==> src/rtl/lfsr_gen.sv <==
// Fibonacci-style XNOR LFSR with step counter, wrap detection against the last seed, and lock-up flag.
// Optional all-ones lock-up recovery is enabled by defining LFSR_GEN_LOCKUP_RECOVER_EN.
module lfsr_gen #(
  parameter int          WIDTH = 8,
  parameter logic [31:0] TAPS  = 32'h0000_00B8
) (
  input  logic             clk,
  input  logic             rst,
  input  logic             en,
  input  logic             load,
  input  logic [WIDTH-1:0] seed,
  output logic [WIDTH-1:0] q,
  output logic             bit_out,
  output logic [WIDTH-1:0] count,
  output logic             wrap,
  output logic             lockup,
  output logic             recovered
);

  localparam logic [WIDTH-1:0] TAP_MASK = TAPS[WIDTH-1:0];
  localparam logic [WIDTH-1:0] ONE      = {{(WIDTH-1){1'b0}}, 1'b1};

  logic [WIDTH-1:0] seed_ref;
  logic [WIDTH-1:0] q_step;
  logic             fb;

  logic [WIDTH-1:0] q_nxt;
  logic [WIDTH-1:0] ref_nxt;
  logic [WIDTH-1:0] count_nxt;
  logic             wrap_nxt;

  // XNOR feedback: all-zeros is a legal state, all-ones is the stuck state
  assign fb      = ~^(q & TAP_MASK);
  assign q_step  = {q[WIDTH-2:0], fb};
  assign bit_out = q[WIDTH-1];
  assign lockup  = &q;

`ifdef LFSR_GEN_LOCKUP_RECOVER_EN
  logic rec_nxt;
`endif

  always_comb begin
    q_nxt     = q;
    ref_nxt   = seed_ref;
    count_nxt = count;
    wrap_nxt  = 1'b0;
`ifdef LFSR_GEN_LOCKUP_RECOVER_EN
    rec_nxt   = 1'b0;
`endif
    if (load) begin
      q_nxt     = seed;
      ref_nxt   = seed;
      count_nxt = '0;
    end else if (en) begin
`ifdef LFSR_GEN_LOCKUP_RECOVER_EN
      if (lockup) begin
        q_nxt     = '0;
        ref_nxt   = '0;
        count_nxt = '0;
        rec_nxt   = 1'b1;
      end else begin
        q_nxt     = q_step;
        count_nxt = count + ONE;
        wrap_nxt  = (q_step == seed_ref);
      end
`else
      q_nxt     = q_step;
      count_nxt = count + ONE;
      wrap_nxt  = (q_step == seed_ref);
`endif
    end
  end

  always_ff @(posedge clk or negedge rst) begin
    if (!rst) begin
      q        <= '0;
      seed_ref <= '0;
      count    <= '0;
      wrap     <= 1'b0;
    end else begin
      q        <= q_nxt;
      seed_ref <= ref_nxt;
      count    <= count_nxt;
      wrap     <= wrap_nxt;
    end
  end

`ifdef LFSR_GEN_LOCKUP_RECOVER_EN
  always_ff @(posedge clk or negedge rst) begin
    if (!rst) recovered <= 1'b0;
    else      recovered <= rec_nxt;
  end
`else
  assign recovered = 1'b0;
`endif

endmodule

==> config.mk <==
export PLATFORM = sky130hd
export DESIGN_NAME = lfsr_gen
export DESIGN_NICKNAME = d
export VERILOG_FILES = /design/src/rtl/lfsr_gen.sv
export SDC_FILE = /design/constraint.sdc
export NUM_CORES = 1
export LEC_CHECK = 0
export ABC_CLOCK_PERIOD_IN_PS = 2080
export CAP_MARGIN = 20
export CORE_UTILIZATION = 23
export DETAILED_ROUTE_END_ITERATION = 10
export PLACE_DENSITY = 0.47
export SYNTH_ARGS = -nofsm -noshare
export SYNTH_HDL_FRONTEND = slang
export SYNTH_SLANG_ARGS = --single-unit
==> constraint.sdc <==
create_clock -name clk -period 2.08 [get_ports clk]
set_input_delay 0.52 -clock clk [delete_from_list [all_inputs] [get_ports clk]]
set_output_delay 0.52 -clock clk [all_outputs]
set_load 0.02 [all_outputs]
==> flow_summary.yaml, run 1 <==
run:
  drv_cap: 0
finish:
  fin_nets: 168
  final_cells: 220
  n_fill_cell: 519
  stdcell_area_um2: 1650
  regArea_um2: 627
  multi_input_area_um2: 499
  area_delta_synth_final_pct: 38.1
  drive_gt1_frac: 0.0850
  n_antenna_cell: 0
synth:
  ys_seq_area_frac: 0.523
  yosys_warnings: 0
  yosysUniqueCellTypes: 19
  avgSynthCellArea_um2: 10.2
  synth_nets: 131
  yosysMostFrequentCell: "dfrtp_1"
  synth_top_area_frac: 0.523
  synth_edf_count: 0
  synth_area_leaders: "dfrtp_1 (52%), o21ai_0 (7.9%), mux2i_1 (7.5%), xnor2_1 (6.6%), nand4_1 (3.7%)"
  synthCells: 117
  netlist_area_um2: 1200
  synth_common_cells: "dfrtp_1 (25), o21ai_0 (19), nand2_1 (11)"
  yosysTopAreaCell: "dfrtp_1"
  async_reset_ff_frac: 1.00
  synth_ff_type: "dfrtp_1"
  ys_ff_latch: 25
place:
  dp.cells: 216
  hpwl_um: 2040
  place_congestion: 0.764
  portBuffers: 30
  dpl_cell_area_um2: 1610
sta:
  hold_viol_final: 0
  finalCritPeriodShare: 0.919
  maxSlewViolCount: 0
  finalClockSkew_ns: 0.00214
  max_clock_freq_mhz: 523
  fin_tns_setup_ns: 0
  layout_min_cycle_time_ns: 1.91
  setup_viol: 0
  rsz0062_at_grt: "false"
route:
  drc_errors: 0
  routed_wl_um: 2700
  vias_per_cell: 4.23
  drt-initial-drc-count: 32
  num_vias: 930
  route.antenna.remaining_nets: 0
  firstDrtPassIters: 4
  wl_per_cell_um: 12.3
clocking:
  numCtsBuffers: 3
  clk_path_buf_depth: 2
  clkTransAtPathRegs_ns: 0.08
  htreeDepth: 1
  clock_sinks: 25
  clk_latency_ns: 0.26
  hold_buffers: 0
  clockRootBuffer: "clkbuf_8"
  ctsResizeCount: 2
  cts_setup_buffers: 0
  cts_tree: "built"
power_and_ir_drop:
  powerDensity_nw_per_um2: 673
  ir_worst_vdd_mv: 0.227
  p_leak_nw: 0.712
floorplanning:
  initial_core_util: 0.247
  die_h_um: 74.1
  core_area_um2: 4850
  die_w_um: 74.1
  num_rows: 25
  dieArea_um2: 5490
  ioPinCount: 32
setup_path:
  cp_slowest_stage_delay_ns: 0.61
  crit_arrival_ns: 1.39
  startpoint_type: "flop"
  cp_slowest_cell: "clkdlybuf4s50_1"
  cp_data_required_time_ns: 1.56
  crit_chain: "buf_4 -> clkdlybuf4s50_1"
  cp_num_buf_inv: 2
  crit_fanout: 5
  critPathCaptureType: "primary output"
  critPathKind: "flop to primary output"
  critical-path-top-delay-family: "buffers and inverters"
global_routing:
  grt_pass1_wl_um: 4610
  overflow: 0
  grtUsageTotal: 0.112
  antenna_found_initial: 0
  grt_start_max_net_pins: 26
  first_global_vias: 987
status:
  status: "completed"
worst_hold_path:
  hold_class: "flop to flop"
## final timing paths
check                            startpoint     endpoint  slack [ns]  cells after the start
max in group asynchronous               rst         q[6]        1.19                      2
worst max-delay path                   q[3]         q[3]        0.17                      2
worst min register to register  seed_ref[1]  seed_ref[1]        0.55                      2
min in group asynchronous               rst     count[0]        0.62                      2
worst max register to register         q[4]         q[0]        0.62                      4
worst min-delay path            seed_ref[1]  seed_ref[1]        0.55                      2
## worst register-to-register path: stages (launching register included)
cell and delay (ns):
dfrtp_1 0.39, ha_1 0.28, xnor3_1 0.41, mux2i_1 0.16, o21ai_0 0.10
## sequential cells by signal, summed over array words and instances, names as in the netlist
signal and cells:
q 8, wrap 1, seed_ref 8, count 8
## where the power goes
group | leakage (nW) | total (mW) | switching [mW] | internal (mW)
clock | 0.0228 | 0.284 | 0.147 | 0.137
combinational | 0.372 | 0.268 | 0.127 | 0.142
sequential | 0.317 | 0.559 | 0.0367 | 0.522
## kinds of logic after synthesis
group | after synthesis | share of synthesized area
xor gates and xnor gates | 13 | 0.107
other | 1 | 0.00314
buffers and inverters | 15 | 0.0596
muxes | 9 | 0.0753
adders and majority gates | 2 | 0.0209
DFF | 25 | 0.523
and+or+nand+nor | 30 | 0.119
AOI/OAI and AO/OA | 22 | 0.0920
## through the flow
step / power, mW / hold WS [ns] / utilization / setup WS (ns)
6_report: 1.11 / 0.546 / 0.341 / 0.168
3_3_place_gp: 0.840 / 0.532 / 0.331 / 0.241
4_1_cts: 1.14 / 0.552 / 0.341 / 0.146
5_1_grt: 1.19 / 0.574 / 0.341 / 0.109
2_1_floorplan: 0.714 / 0.224 / - / 0.520
3_5_place_dp: 0.842 / 0.534 / 0.331 / 0.192
## cell type report
type	instances	area share
Clock buffer	4	0.0273
Inverter	8	0.0182
Multi-Input combinational cell	77	0.302
Sequential cell	25	0.380
Tap cell	67	0.0508
Timing Repair Buffer	39	0.222
## placed cells by master, fill, tap and decap left out, drive strengths merged
cell           Yosys  routed
conb               1       1
nand3              1       1
o21ai             19      19
nor3               1       1
buf                4       9
a21oi              3       3
nand2             11      11
nand4              7       7
mux2i              9       9
nor2b              1       1
inv                8       8
xor2               3       3
nor2               6       6
ha                 2       2
clkbuf             3       4
xnor2              9       9
dfrtp             25      25
or3                3       3
clkdlybuf4s50      0      29
xnor3              1       1
dlygate4sd2        0       1
## metal layers
layer  up-vias  global-route usage  routed length [µm]
met2        23               0.193                1360
li1        462                   -                   -
met1       443               0.142                1220
met4         0              0.0321                  13
met5         -                   0                   0
met3         2              0.0203                 103
Note: power is estimated with default switching activity, not from simulation.
==> run 2: changes to the inputs <==
--- a/config.mk
+++ b/config.mk
@@ -5,6 +5,7 @@
 export SDC_FILE = /design/constraint.sdc
 export NUM_CORES = 1
 export LEC_CHECK = 0
+export ABC_AREA = 1
 export ABC_CLOCK_PERIOD_IN_PS = 2080
 export CAP_MARGIN = 20
 export CORE_UTILIZATION = 23
==> run 2 against run 1 <==
  * Combinational power fell by 12%
  * Largest cell class unchanged
  * First-iteration DRC count up 63%
  * Synthesized cell count increased by 34%
  * Largest power group unchanged
  * Via count rose by 17%
==> flow_summary.yaml, run 2 <==
route:
  route.antenna.remaining_nets: 0
  vias_per_cell: 4.16
  drt-initial-drc-count: 52
  routed_wl_um: 3040
  wl_per_cell_um: 11.6
  firstDrtPassIters: 4
  num_vias: 1086
  drc_errors: 0
sta:
  fin_tns_setup_ns: 0
  layout_min_cycle_time_ns: 1.90
  fin_ws_ns: 0.175
  max_clock_freq_mhz: 525
  rsz0062_at_grt: "false"
  hold_viol_final: 0
  hold_slack_ns: 0.505
  maxSlewViolCount: 0
  setup_viol: 0
  finalCritPeriodShare: 0.916
  finalClockSkew_ns: 0.00191
clocking:
  clockRootBuffer: "clkbuf_8"
  hold_buffers: 0
  clock_sinks: 25
  clk_path_buf_depth: 2
  clk_latency_ns: 0.27
  cts_tree: "built"
  clkTransAtPathRegs_ns: 0.09
  htreeDepth: 1
  numCtsBuffers: 3
  cts_setup_buffers: 0
  ctsResizeCount: 1
run:
  drv_cap: 0
synth:
  async_reset_ff_frac: 1.00
  synth_edf_count: 0
  netlist_area_um2: 1230
  yosysMostFrequentCell: "nand2_1"
  ys_seq_area_frac: 0.509
  synth_top_area_frac: 0.509
  yosysTopAreaCell: "dfrtp_1"
  yosys_warnings: 0
  avgSynthCellArea_um2: 7.83
  synth_common_cells: "nand2_1 (53), dfrtp_1 (25), inv_1 (24)"
  synth_area_leaders: "dfrtp_1 (51%), nand2_1 (16%), inv_1 (7.3%), nor2_1 (4.6%), nand3_1 (3.7%)"
  synthCells: 157
  synth_ff_type: "dfrtp_1"
  ys_ff_latch: 25
  synth_nets: 171
  yosysUniqueCellTypes: 19
power_and_ir_drop:
  pwr-share-comb: 0.217
  seq_power_share: 0.513
  p_leak_nw: 0.795
  pwr-share-clk: 0.270
  powerDensity_nw_per_um2: 651
  p_sw_frac: 0.301
  switchingPower_mw: 0.327
  finalPower_mw: 1.09
  intPower_mw: 0.759
  ir_worst_vdd_mv: 0.213
finish:
  most-common-layout-cells: "nand2_1 (53), clkdlybuf4s50_1 (29), dfrtp_1 (25)"
  final_cells: 261
  drive_gt1_frac: 0.0471
  biggestRegsByFlops: "count: 8 flops, q: 8 flops, seed_ref: 8 flops"
  fin_nets: 206
  n_fill_cell: 603
  layout_commonest_cell: "nand2_1"
  area_delta_synth_final_pct: 35.7
  n_antenna_cell: 0
global_routing:
  grtUsageTotal: 0.120
  first_global_vias: 1014
  grt_start_max_net_pins: 26
  antenna_found_initial: 0
  overflow: 0
  grt_pass1_wl_um: 4970
place:
  portBuffers: 30
  place_congestion: 0.790
  hpwl_um: 2310
  dp_slack_ns: 0.234
  dp.cells: 257
status:
  status: "completed"
setup_path:
  critPathKind: "flop to primary output"
  crit_arrival_ns: 1.38
  crit_fanout: 5
  critPathCaptureType: "primary output"
  crit_chain: "clkdlybuf4s50_1"
  cp_data_required_time_ns: 1.56
  cp_num_buf_inv: 1
  critical-path-top-delay-family: "buffers and inverters"
  startpoint_type: "flop"
  cp_slowest_stage_delay_ns: 0.65
  cp_slowest_cell: "clkdlybuf4s50_1"
worst_hold_path:
  hold_class: "flop to flop"
floorplanning:
  dieArea_um2: 5640
  die_h_um: 75.1
  ioPinCount: 32
  core_area_um2: 5140
  initial_core_util: 0.239
  num_rows: 26
  die_w_um: 75.1
[run 2: final timing paths]
kind | start | endpoint | slack [ns] | depth (start not counted)
worst max register to register | q[5] | wrap | 0.78 | 7
worst min-delay path | seed_ref[7] | seed_ref[7] | 0.50 | 2
worst max-delay path | q[0] | q[0] | 0.18 | 1
max in group asynchronous | rst | q[5] | 1.22 | 2
worst min register to register | seed_ref[7] | seed_ref[7] | 0.50 | 2
min in group asynchronous | rst | count[7] | 0.61 | 2
[run 2: routing by layer]
metal	vias up	global-route usage	part of all wire
met5	-	0	0
met3	5	0.0174	0.023
met2	17	0.177	0.43
li1	561	-	-
met4	0	0.0440	0.013
met1	503	0.177	0.53
[run 2: cells by family (layout without fill, tap and decap cells)]
logic type	after synthesis	count (layout)	share of synthesized area
simple gates	81	81	0.266
compound gates	18	18	0.0947
fa+ha+maj	2	2	0.0204
xor+xnor	2	2	0.0143
flops	25	25	0.509
other cells	1	1	0.00305
buf+inv	28	62	0.0927
[run 2: per-stage QoR]
step / utilization / cell area, µm²
after floorplan: - / 1230
after global placement: 0.316 / 1620
after detailed placement: 0.316 / 1620
after CTS: 0.324 / 1670
after global routing: 0.324 / 1670
final: 0.324 / 1670
[run 2: power by group through the flow]
| stage | combinational [mW] | sequential, mW | clock [mW] |
|---|---|---|---|
| detailed placement | 0.239 | 0.567 | 0 |
| floorplan | 0.108 | 0.582 | 0 |
| global placement | 0.239 | 0.568 | 0 |
| CTS | 0.240 | 0.558 | 0.306 |
| finish | 0.236 | 0.557 | 0.294 |
| global route | 0.265 | 0.562 | 0.334 |
[run 2: area by class of cell]
cell class                 instances  area (µm²)  share of cell area
timing repair buffer              34         329               0.197
clock inverter                     1        5.00             0.00300
multi-input combinational        104         489               0.293
sequential                        25         626               0.375
inverter                          24        90.1              0.0540
clock buffer                       3        41.3              0.0248
tap                               70        87.6              0.0525
[run 2: worst min-delay path, cell delays in order (launching register included)]
cell and delay (ns):
dfrtp_1 0.37, nand2_1 0.06, nand2_1 0.05
==> edit (settings of run 2) <==
The parameter `WIDTH` goes from 8 to 12.
--- a/src/rtl/lfsr_gen.sv
+++ b/src/rtl/lfsr_gen.sv
@@ -1,7 +1,7 @@
 // Fibonacci-style XNOR LFSR with step counter, wrap detection against the last seed, and lock-up flag.
 // Optional all-ones lock-up recovery is enabled by defining LFSR_GEN_LOCKUP_RECOVER_EN.
 module lfsr_gen #(
-  parameter int          WIDTH = 8,
+  parameter int          WIDTH = 12,
   parameter logic [31:0] TAPS  = 32'h0000_00B8
 ) (
   input  logic             clk,
Interface: changed (resized count, q and seed); port bits go from 32 to 44. The function was not compared with the original's and may differ.
==> edit against run 2 <==
Worst setup slack worse by 0.049 ns; routed wire length grew 60%; die area up 50%; via count increased by 50%; synthesized area increased by 51%; critical endpoint unchanged; largest cell class unchanged; largest power group unchanged; final area rose by 51%; sequential cell count grew 12; critical path depth is 1 higher; register-to-register slack worse by 0.05 ns; power up 55%.
==> edit: results <==
export IMPL_preCtsSetupSlack_ns=0.204
export IMPL_crit_end="q[0]"
export IMPL_grt_max_degree=38
export IMPL_r2r_end="count[8]"
export IMPL_dp_hpwl_mm=3.71
export IMPL_synthCells=227
export IMPL_finClkSkew_ns=0.0101
export IMPL_grt_pass1_vias=1653
export IMPL_cts_max_level=2
export IMPL_min_path_type="primary input to async pin"
export IMPL_via_per_inst=4.27
export IMPL_final_area_um2=2510
export IMPL_placed_cell_area_um2=2420
export IMPL_placedCellCount=374
export IMPL_routabilityCongestion=0.796
export IMPL_wl_mm=4.87
export IMPL_port_buffers=42
export IMPL_synth_seq_area_share=0.499
export IMPL_synthArstFlopShare=1.00
export IMPL_slowest_delay_ns=0.62
export IMPL_grt_pass1_wl_mm=8.19
export IMPL_ys_flop_type="dfrtp_1"
export IMPL_path_max_fanout=5
export IMPL_reg_top3="count: 12 flops, q: 12 flops, seed_ref: 12 flops"
export IMPL_p_int_mw=1.18
export IMPL_drt_iter0_markers=73
export IMPL_root_buffer="clkbuf_8"
export IMPL_finalCritPeriodShare=0.939
export IMPL_ys_types=27
export IMPL_p_leak_nw=1.17
export IMPL_drive_gt1_frac=0.108
export IMPL_synthTopCellsByCount="nand2_1, dfrtp_1, inv_1"
export IMPL_nFillCells=819
export IMPL_finalNetCount=297
export IMPL_synthTopCellsByArea="dfrtp_1, nand2_1, inv_1"
export IMPL_syn_nets=245
export IMPL_wire_per_inst_um=12.8
export IMPL_clk_pin_slew_ns=0.08
export IMPL_r2r_start="count[0]"
export IMPL_status="complete, no violations"
export IMPL_cts_buffers=5
export IMPL_ir_worst_vdd_v=0.000208
export IMPL_path_delay_family="buffers and inverters"
export IMPL_grt_usage=0.125
export IMPL_rrSetupSlack_ns=0.73
export IMPL_critPathArrivalTime_ns=1.43
export IMPL_clkLatencyLatePin_ns=0.29
==> edit: final cells by class <==
cell class | count | share of cell area
sequential | 37 | 0.368
multi-input combinational | 146 | 0.295
timing repair buffer | 52 | 0.195
inverter | 37 | 0.0553
tap | 102 | 0.0508
clock buffer | 6 | 0.0329
clock inverter | 1 | 0.00299
==> edit: kinds of logic after synthesis <==
| logic type | count (synthesis) | share of synthesized area |
|---|---|---|
| DFF | 37 | 0.499 |
| buffers and inverters | 44 | 0.101 |
| adders and majority gates | 2 | 0.0135 |
| and+or+nand+nor | 105 | 0.256 |
| other | 1 | 0.00202 |
| AOI/OAI and AO/OA | 38 | 0.128 |
==> edit: power groups by stage <==
stage / Sequential [mW] / Combinational (mW) / Clock [mW]
global route: 0.822 / 0.392 / 0.565
finish: 0.814 / 0.347 / 0.518
detailed placement: 0.828 / 0.352 / 0
floorplan: 0.854 / 0.155 / 0
global placement: 0.828 / 0.351 / 0
CTS: 0.814 / 0.353 / 0.540
==> edit: stage by stage <==
| step | hold slack [ns] | power [mW] |
|---|---|---|
| 6_report | 0.267 | 1.68 |
| 5_1_grt | 0.315 | 1.78 |
| 4_1_cts | 0.292 | 1.71 |
| 3_5_place_dp | 0.506 | 1.18 |
| 3_3_place_gp | 0.516 | 1.18 |
| 2_1_floorplan | 0.224 | 1.01 |
==> edit: metal layers <==
layer / vias up / wire length [um] / GRT usage
met1: 751 / 2360 / 0.166
li1: 831 / - / -
met5: - / 0 / 0
met4: 0 / 44 / 0.0352
met2: 40 / 2210 / 0.199
met3: 5 / 259 / 0.0332
==> edit: worst register-to-register path, cell delays in order (launching register included) <==
cell and delay (ns):
dfrtp_1 0.44, ha_1 0.25, nand3_4 0.10, nor3_2 0.22
nand2_1 0.08, nand2_1 0.06, inv_1 0.04, nor2_1 0.09
